$ cat src/rtl/bcd_conv_sched.sv
// bcd_conv_sched: two-requester arbitrated 8-bit binary to 3-digit BCD
// converter using a sequential double-dabble datapath (8 shift cycles).
// Optional feature macro: NEG_INPUT_EN. When it is defined, inputs are
// two's complement: the magnitude is converted and out_neg carries the
// captured sign. When it is undefined, inputs are unsigned and out_neg is 0.
module bcd_conv_sched #(
  parameter int unsigned PRIO_FIXED = 0
) (
  input  logic       clk,
  input  logic       rst_n,
  input  logic       req_a,
  input  logic [7:0] val_a,
  input  logic       req_b,
  input  logic [7:0] val_b,
  output logic       gnt_a,
  output logic       gnt_b,
  output logic       busy,
  output logic [3:0] ones,
  output logic [3:0] tens,
  output logic [3:0] hundreds,
  output logic       out_neg,
  output logic       out_src,
  output logic       out_valid
);

  localparam int unsigned DW   = 8;
  localparam int unsigned BCDW = 12;
  localparam int unsigned SRW  = DW + BCDW;
  localparam int unsigned CW   = 3;

  typedef enum logic [1:0] {IDLE = 2'd0, SHIFT = 2'd1, DONE = 2'd2} state_e;

  state_e          state_q, state_d;
  logic [SRW-1:0]  sr_q;
  logic [CW-1:0]   cnt_q;
  logic            src_q;
  logic            last_q;      // 0 = A granted last, 1 = B granted last
  logic [BCDW-1:0] dig_q;
  logic            src_out_q;
  logic            valid_q;
  logic            accept_c;
  logic            last_iter_c;
  logic [DW-1:0]   sel_val_c;
  logic [DW-1:0]   mag_c;
  logic [SRW-1:0]  sr_step_c;

  // One double-dabble iteration: adjust each BCD nibble >= 5, then shift.
  function automatic logic [SRW-1:0] dd_step(input logic [SRW-1:0] s);
    logic [SRW-1:0] a;
    a = s;
    for (int i = 0; i < 3; i++) begin
      if (a[DW+4*i +: 4] >= 4'd5) a[DW+4*i +: 4] = a[DW+4*i +: 4] + 4'd3;
    end
    return {a[SRW-2:0], 1'b0};
  endfunction

  assign accept_c    = gnt_a | gnt_b;
  assign last_iter_c = (state_q == SHIFT) && (cnt_q == CW'(7));
  assign sel_val_c   = gnt_b ? val_b : val_a;
  assign sr_step_c   = dd_step(sr_q);
  assign busy        = (state_q != IDLE);

`ifdef NEG_INPUT_EN
  logic neg_q;
  logic neg_out_q;
  assign mag_c   = sel_val_c[DW-1] ? DW'(-sel_val_c) : sel_val_c;
  assign out_neg = neg_out_q;
`else
  assign mag_c   = sel_val_c;
  assign out_neg = 1'b0;
`endif

  // State register.
  always_ff @(posedge clk or negedge rst_n) begin
    if (!rst_n) state_q <= IDLE;
    else        state_q <= state_d;
  end

  // Next-state logic.
  always_comb begin
    state_d = state_q;
    case (state_q)
      IDLE:    if (accept_c) state_d = SHIFT;
      SHIFT:   if (cnt_q == CW'(7)) state_d = DONE;
      DONE:    state_d = IDLE;
      default: state_d = IDLE;
    endcase
  end

  // Grant outputs: only in IDLE; fixed priority or alternate on a tie.
  always_comb begin
    gnt_a = 1'b0;
    gnt_b = 1'b0;
    if (state_q == IDLE) begin
      gnt_a = req_a && (!req_b || (PRIO_FIXED != 0) || last_q);
      gnt_b = req_b && !(req_a && (!req_b || (PRIO_FIXED != 0) || last_q));
    end
  end

  // Conversion datapath: load on acceptance, iterate while shifting.
  always_ff @(posedge clk or negedge rst_n) begin
    if (!rst_n) begin
      sr_q   <= '0;
      cnt_q  <= '0;
      src_q  <= 1'b0;
      last_q <= 1'b1;
    end else if (accept_c) begin
      sr_q   <= {BCDW'(0), mag_c};
      cnt_q  <= '0;
      src_q  <= gnt_b;
      last_q <= gnt_b;
    end else if (state_q == SHIFT) begin
      sr_q  <= sr_step_c;
      cnt_q <= cnt_q + CW'(1);
    end
  end

`ifdef NEG_INPUT_EN
  // Sign capture at acceptance and publication with the digits.
  always_ff @(posedge clk or negedge rst_n) begin
    if (!rst_n) begin
      neg_q     <= 1'b0;
      neg_out_q <= 1'b0;
    end else begin
      if (accept_c)    neg_q     <= sel_val_c[DW-1];
      if (last_iter_c) neg_out_q <= neg_q;
    end
  end
`endif

  // Result registers: update on the final iteration, hold otherwise.
  always_ff @(posedge clk or negedge rst_n) begin
    if (!rst_n) begin
      dig_q     <= '0;
      src_out_q <= 1'b0;
      valid_q   <= 1'b0;
    end else begin
      valid_q <= last_iter_c;
      if (last_iter_c) begin
        dig_q     <= sr_step_c[SRW-1:DW];
        src_out_q <= src_q;
      end
    end
  end

  assign hundreds  = dig_q[11:8];
  assign tens      = dig_q[7:4];
  assign ones      = dig_q[3:0];
  assign out_src   = src_out_q;
  assign out_valid = valid_q;

endmodule

$ cat config.mk
export PLATFORM = sky130hd
export DESIGN_NAME = bcd_conv_sched
export DESIGN_NICKNAME = d
export VERILOG_FILES = /design/src/rtl/bcd_conv_sched.sv
export SDC_FILE = /design/constraint.sdc
export NUM_CORES = 1
export LEC_CHECK = 0
export CAP_MARGIN = 20
export CORE_MARGIN = 1.5
export CORE_UTILIZATION = 50
export DETAILED_ROUTE_END_ITERATION = 8
export GPL_TIMING_DRIVEN = 0
export MAX_ROUTING_LAYER = met4
export PLACE_DENSITY_LB_ADDON = 0.1
export SETUP_SLACK_MARGIN = 0.4
export SLEW_MARGIN = 10
export SYNTH_ARGS = -nofsm -noshare
export SYNTH_HDL_FRONTEND = slang
export SYNTH_SLANG_ARGS = --single-unit
$ cat constraint.sdc
create_clock -name clk -period 1.7 [get_ports clk]
set_input_delay 0.34 -clock clk [delete_from_list [all_inputs] [get_ports clk]]
set_output_delay 0.34 -clock clk [all_outputs]
set_load 0.02 [all_outputs]
==> impl_metrics.csv, run 1 <==
group,metric,value,unit
worst_setup_path,crit_slowest_cell,"dfstp_2",
logic_synthesis,ys_types,31,
route,vias,1822,
logic_synthesis,synth_seq_cells,41,
worst_setup_path,startpoint,"last_q$_DFFE_PN1P_",
timing,hold_violations,0,
power_and_ir_drop,p_comb_share,60.4,%
finish,drive_gt1_share,57.3,%
timing,holdWs,0.463,ns
timing,finClkSkew,0.0124,ns
floorplanning,io_pins,38,
floorplanning,design.core.area,3690,µm²
route,wl_per_cell,21.6,µm
route,first_pass_iters,4,
timing,slew_violations,0,
power_and_ir_drop,switching_power,2.84,mW
logic_synthesis,yosysSeqAreaShare,53.0,%
finish,fillCellCount,157,
placement,post-place-ws,-0.557,ns
timing,finalWorstSetupSlack,0.0184,ns
worst_setup_path,critical_path.max_stage_delay,0.55,ns
power_and_ir_drop,pwr-share-seq,27.5,%
worst_setup_path,cp_num_buf_inv,2,
clocking,cts_tree,"yes",
worst_setup_path,crit_path_end_kind,"output port",
logic_synthesis,yosysWarnings,0,
grt,grt_pass1_wl,8.80,mm
clocking,htreeDepth,2,
grt,grt_pass1_vias,1861,
logic_synthesis,yosys.area_share.simple,12.5,%
floorplanning,num_rows,22,
placement,gp_congestion,0.775,
finish,multi_input_comb_area,1180,µm²
logic_synthesis,syn_avg_cell_area,10.8,µm²
worst_setup_path,r2r_start,"state_q[1]$_DFFE_PN0P_",
power_and_ir_drop,p_leak,1.54,nW
grt,grtUsageTotal,28.5,%
worst_setup_path,worstPathArrival,1.34,ns
finish,synthToLayoutAreaGrowth,70.3,%
finish,final_cell_count_no_fill,310,
route,finalWirelength,6.69,mm
power_and_ir_drop,finalPower,6.89,mW
timing,fin_setup_tns,0,ns
clocking,numCtsBuffers,5,
floorplanning,start_util,52.5,%
power_and_ir_drop,switching_share,41.3,%
placement,place_hpwl,2.94,mm
finish,layout_common_cells,"dfrtp_1 (38), buf_4 (22), buf_6 (18)",
logic_synthesis,synth_xor_area_share,1.36,%
logic_synthesis,syn_area,1940,µm²
clocking,cts_root_buf,"clkbuf_8",
placement,port_buffers,36,
power_and_ir_drop,clkPwrFrac,12.1,%
timing,fin_crit_sh,98.9,%
finish,layout.area.seq,1030,µm²
run,maxCapViolCount,0,
timing,rsz0062_at_grt,"true",
route,viasPerCell,5.88,
logic_synthesis,synth_compound_area_share,17.2,%
finish,final_nets,289,
placement,placed_cells,264,
worst_setup_path,required,1.36,ns
logic_synthesis,synth_top_family_by_area,"compound AO/OA/AOI/OAI gates",
power_and_ir_drop,irDropWorstVdd,1.17,mV
route,route.detailed.drc,0,
grt,grt_overflow_total,0,
logic_synthesis,synthesis.instances,179,
worst_setup_path,startpoint_type,"flop",
logic_synthesis,synth_nets,207,
clocking,insertion_delay,0.30,ns
finish,final_common_cell,"dfrtp_1",
clocking,clkTransAtPathRegs,0.08,ns
route,drt_iter0_drc,129,
status,status,"completed",
clocking,cts_max_path_buffers,2,
logic_synthesis,synth.area.mux_share,5.10,%
grt,antenna_found_initial,0,
timing,fin_crit,1.68,ns
clocking,clock-sinks,41,
worst_setup_path,crit_chain,"nand2b_4 -> and3_4 -> buf_6 -> buf_6",
floorplanning,die_w,65.2,µm
power_and_ir_drop,p_int,4.05,mW
worst_setup_path,worstSetupPathType,"flop to output port",
logic_synthesis,synthAdderAreaFrac,5.17,%
floorplanning,die_h,65.2,µm
floorplanning,die-area,4260,µm²
finish,antennaDiodeCount,0,
worst_setup_path,crit_family,"flip-flops",
worst_setup_path,path_max_fanout,3,
timing,setup_viol_count_final,0,
worst_setup_path,cpMostUsedCell,"buf_6",
power_and_ir_drop,p_per_area,2090,nW/µm²
grt,grt_max_degree,31,
timing,max_freq,0.595,GHz
hold_path,hold_class,"input port to asynchronous set/reset pin",
route,detail-route-antenna-nets,0,
==> layout make-up <==
cell class	count	share of cell area [%]
plain buffers	9	3.41
clock buffers	7	2.62
clock inverters	1	0.910
inverters	9	1.40
multi-input cells	120	35.8
flip-flops and latches	41	31.2
well taps	48	1.82
repair buffers	75	22.8
==> cells in the mapped netlist <==
cell type / instances / area [µm²]
mux2_2: 5 / 56.3
a21oi_1: 7 / 35.0
ha_1: 8 / 100
xnor2_1: 3 / 26.3
a22o_1: 7 / 61.3
buf_4: 3 / 22.5
nor3b_1: 6 / 45.0
nor3_1: 4 / 20.0
o21ai_0: 11 / 55.1
nor2_1: 1 / 3.75
mux2i_1: 2 / 20.0
buf_6: 3 / 33.8
conb_1: 1 / 3.75
a21oi_2: 2 / 17.5
nand2b_1: 5 / 31.3
nand3_1: 3 / 15.0
inv_2: 1 / 3.75
inv_1: 8 / 30.0
nand2_4: 1 / 11.3
or2_1: 1 / 6.26
mux2_1: 2 / 22.5
dfstp_2: 1 / 26.3
nor2b_1: 1 / 6.26
o21ai_1: 7 / 35.0
a21o_1: 2 / 15.0
buf_2: 3 / 15.0
a221o_1: 1 / 10.0
dfrtp_1: 40 / 1000
nand2_1: 24 / 90.1
and3_1: 2 / 12.5
a22oi_1: 14 / 105
==> kinds of logic after synthesis <==
family                   Yosys count
XOR/XNOR                           3
AO/OA/AOI/OAI                     51
AND/OR/NAND/NOR                   48
buffers and inverters             18
other                              1
flip-flops                        41
multiplexers                       9
adder cells (fa/ha/maj)            8
==> worst paths after layout <==
check	endpoint	slack, ns	depth (start not counted)
worst max-delay path	gnt_a	0.02	4
worst min-delay path	sr_q[10]$_DFFE_PN0P_	0.46	2
worst max register to register	sr_q[10]$_DFFE_PN0P_	0.11	8
worst min register to register	dig_q[4]$_DFFE_PN0P_	0.51	2
max in group asynchronous	sr_q[16]$_DFFE_PN0P_	0.77	3
min in group clk	dig_q[4]$_DFFE_PN0P_	0.51	2
==> sequential cells by signal, indices dropped and copies added, names as in the netlist <==
| register | count |
|---|---|
| cnt_q | 3 |
| out_src | 1 |
| src_q | 1 |
| dig_q | 12 |
| last_q | 1 |
| sr_q | 20 |
| out_valid | 1 |
| state_q | 2 |
==> metal layers <==
layer	track usage [%]	part of all wire, %	wire, µm	vias to the layer above
met4	9.64	3.0	202	0
li1	-	-	-	795
met2	50.4	52	3450	63
met1	32.6	41	2740	940
met5	-	0	0	-
met3	5.14	4.4	291	24
==> metrics by stage <==
stage	instance area, µm²	util (%)
global placement	2400	65.2
detailed placement	2420	65.6
finish	3300	89.4
floorplan	1980	-
global route	3300	89.4
CTS	3030	82.2
==> power groups by stage <==
stage / clock, mW / combinational (mW) / sequential, mW
after floorplan: 0 / 1.56 / 1.86
after global placement: 0 / 2.34 / 1.74
after detailed placement: 0 / 2.46 / 1.76
after CTS: 0.827 / 3.38 / 1.78
after global routing: 0.882 / 4.40 / 1.92
final: 0.831 / 4.16 / 1.90
==> timing repair <==
item | CTS | global route
pin swaps | 21 | 23
endpoints found under the setup margin | 55 | 52
setup buffers | 21 | 12
resized for setup | 127 | 61
endpoints found under the hold margin | 10 | 0
hold buffers | 1 | 0
cloned | 3 | 1
No activity file was read; power rests on OpenSTA's default activity.
==> inputs of run 2 (changes only) <==
--- a/config.mk
+++ b/config.mk
@@ -13,7 +13,7 @@
 export MAX_ROUTING_LAYER = met4
 export PLACE_DENSITY_LB_ADDON = 0.1
 export SETUP_SLACK_MARGIN = 0.4
-export SLEW_MARGIN = 10
+export SLEW_MARGIN = 15
 export SYNTH_ARGS = -nofsm -noshare
 export SYNTH_HDL_FRONTEND = slang
 export SYNTH_SLANG_ARGS = --single-unit
==> results of run 2 <==
No change in the layout: final DEF, timing and power equal those of run 1.
==> inputs of run 3 (changes only) <==
--- a/config.mk
+++ b/config.mk
@@ -6,6 +6,7 @@
 export NUM_CORES = 1
 export LEC_CHECK = 0
 export CAP_MARGIN = 20
+export CORE_ASPECT_RATIO = 1.4
 export CORE_MARGIN = 1.5
 export CORE_UTILIZATION = 50
 export DETAILED_ROUTE_END_ITERATION = 8
@@ -17,3 +18,4 @@
 export SYNTH_ARGS = -nofsm -noshare
 export SYNTH_HDL_FRONTEND = slang
 export SYNTH_SLANG_ARGS = --single-unit
+export TNS_END_PERCENT = 5
==> run 3 against run 2 <==
Effect of this change: the flow now finishes with violations (hold timing); cell count down 13%; die area up 0.12%; clock-buffer cell count up 1; via count down 17%; non-clock buffer count down 34; register-to-register slack better by 0.05 ns; sequential share of layout area up 9.4 points; highest routed layer unchanged.
==> impl_metrics.csv, run 3 (same netlist as run 1, synthesis figures left out) <==
group,metric,value,unit
route,top_layer,"met4",
clocking,insertion_delay,0.29,ns
finish,layout_common_cells,"dfrtp_1 (39), clkdlybuf4s50_1 (30), nand2_1 (24)",
power_and_ir_drop,p_leak,1.17,nW
run,maxCapViolCount,0,
floorplanning,start_util,52.7,%
power_and_ir_drop,p_comb_share,51.1,%
power_and_ir_drop,finalPower,4.81,mW
placement,gp_congestion,0.733,
grt,grtUsageTotal,21.8,%
placement,post-place-ws,-0.539,ns
worst_setup_path,worstPathArrival,1.31,ns
floorplanning,die_h,76.6,µm
status,status,"finished with violations",
clocking,cts_max_path_buffers,2,
worst_setup_path,path_max_fanout,3,
power_and_ir_drop,irDropWorstVdd,1.12,mV
finish,fin_area,2530,µm²
power_and_ir_drop,switching_power,1.89,mW
floorplanning,die_w,55.6,µm
grt,grt_pass1_vias,1561,
timing,fin_crit_sh,97.0,%
route,vias,1516,
grt,grt_pass1_wl,7.06,mm
clocking,clock-sinks,41,
finish,final_nets,255,
timing,rsz0062_at_grt,"true",
grt,grt_overflow_total,0,
timing,slew_violations,0,
route,wl_met3,183,µm
worst_setup_path,crit_path_end_kind,"output port",
worst_setup_path,r2r_start,"state_q[0]$_DFFE_PN0P_",
route,first_pass_iters,4,
hold_path,hold_class,"input port to asynchronous set/reset pin",
clocking,cts_root_buf,"clkbuf_8",
placement,place_hpwl,2.95,mm
worst_setup_path,crit_chain,"nand2b_1 -> and3_4 -> buf_6 -> buf_6",
route,drt_iter0_drc,46,
power_and_ir_drop,switching_share,39.4,%
route,wl_per_cell,15.2,µm
placement,port_buffers,36,
clocking,numCtsBuffers,5,
power_and_ir_drop,p_int,2.92,mW
timing,finClkSkew,0.00336,ns
timing,setup_viol_count_final,0,
route,met1_length,1.69,mm
worst_setup_path,crit_family,"flip-flops",
power_and_ir_drop,p_per_area,1900,nW/µm²
power_and_ir_drop,clkPwrFrac,12.7,%
worst_setup_path,crit_slowest_cell,"dfstp_2",
finish,largest_register_ffs,20,
worst_setup_path,cp_num_buf_inv,2,
floorplanning,die-area,4260,µm²
clocking,htreeDepth,2,
timing,max_freq,0.606,GHz
finish,final_common_cell,"dfrtp_1",
worst_setup_path,startpoint,"last_q$_DFFE_PN1P_",
floorplanning,io_pins,38,
finish,largest-register,"sr_q",
floorplanning,num_rows,26,
worst_setup_path,worstSetupPathType,"flop to output port",
worst_setup_path,startpoint_type,"flop",
route,detail-route-antenna-nets,0,
grt,antenna_found_initial,0,
route,wl_met2,2.15,mm
finish,largestRegisters,"sr_q: 20 flops, dig_q: 12 flops, cnt_q: 3 flops",
finish,synthToLayoutAreaGrowth,30.9,%
grt,grt_max_degree,24,
worst_setup_path,critical_path.max_stage_delay,0.54,ns
finish,drive_gt1_share,18.0,%
finish,fillCellCount,287,
floorplanning,design.core.area,3680,µm²
route,route.detailed.drc,0,
placement,placed_cells,258,
clocking,clkTransAtPathRegs,0.07,ns
route,viasPerCell,5.61,
finish,finalCoreUtilization,69.0,%
status,violations,"hold timing",
clocking,ctsHoldBuffers,0,
timing,hold_violations,6,
worst_setup_path,cpMostUsedCell,"buf_6",
clocking,cts_tree,"yes",
timing,finalWorstSetupSlack,0.0510,ns
power_and_ir_drop,pwr-share-seq,36.2,%
finish,antennaDiodeCount,0,
timing,fin_crit,1.65,ns
timing,fin_setup_tns,0,ns
timing,holdWs,-0.00243,ns
finish,final_cell_count_no_fill,270,
placement,post_dp_cell_area,2400,µm²
worst_setup_path,rrSetupSlack,0.16,ns
worst_setup_path,required,1.36,ns
route,finalWirelength,4.11,mm
==> run 3: cell count changes in the layout (fill, tap and decap cells not counted), sizes merged <==
| cell | previous run | this run |
|---|---|---|
| dlygate4sd2 | 2 | 3 |
| inv | 8 | 9 |
| clkinv | 1 | 0 |
| clkdlybuf4s50 | 16 | 30 |
| clkbuf | 10 | 8 |
| dlygate4sd3 | 1 | 0 |
| bufinv | 1 | 0 |
| buf | 57 | 17 |
| clkdlybuf4s15 | 5 | 0 |
==> run 3: power by group through the flow <==
| stage | clock, mW | sequential, mW | combinational (mW) |
|---|---|---|---|
| after floorplan | 0 | 1.84 | 1.50 |
| after global placement | 0 | 1.72 | 2.28 |
| after detailed placement | 0 | 1.75 | 2.39 |
| after CTS | 0.631 | 1.74 | 2.46 |
| after global routing | 0.671 | 1.80 | 2.71 |
| final | 0.611 | 1.74 | 2.46 |
==> run 3: per-layer routing <==
metal,up-vias,global-route usage [%]
met5,-,-
met4,0,8.05
met3,9,5.26
met2,44,37.5
met1,740,24.1
li1,723,-
==> run 3: what timing repair did <==
item	CTS	global route
setup buffers	4	0
hold endpoints to repair	0	0
gates resized for setup	21	2
pin swaps	2	1
endpoints found under the setup margin	55	56
==> run 3: layout make-up <==
| cell class | instances | area [µm²] | share of cell area [%] |
|---|---|---|---|
| Multi-Input combinational cell | 120 | 847 | 33.4 |
| Timing Repair Buffer | 41 | 412 | 16.2 |
| Buffer | 9 | 81.3 | 3.21 |
| Inverter | 9 | 33.8 | 1.33 |
| Clock buffer | 8 | 80.1 | 3.16 |
| Sequential cell | 41 | 1030 | 40.6 |
| Tap cell | 42 | 52.6 | 2.07 |
==> run 3: worst paths after layout <==
path,endpoint,cells past startpoint
hold reg to reg,dig_q[3]$_DFFE_PN0P_,2
hold / removal,state_q[1]$_DFFE_PN0P_,1
min in group clk,dig_q[3]$_DFFE_PN0P_,2
max in group asynchronous,dig_q[6]$_DFFE_PN0P_,2
setup reg to reg,dig_q[9]$_DFFE_PN0P_,6
setup / recovery,gnt_a,4
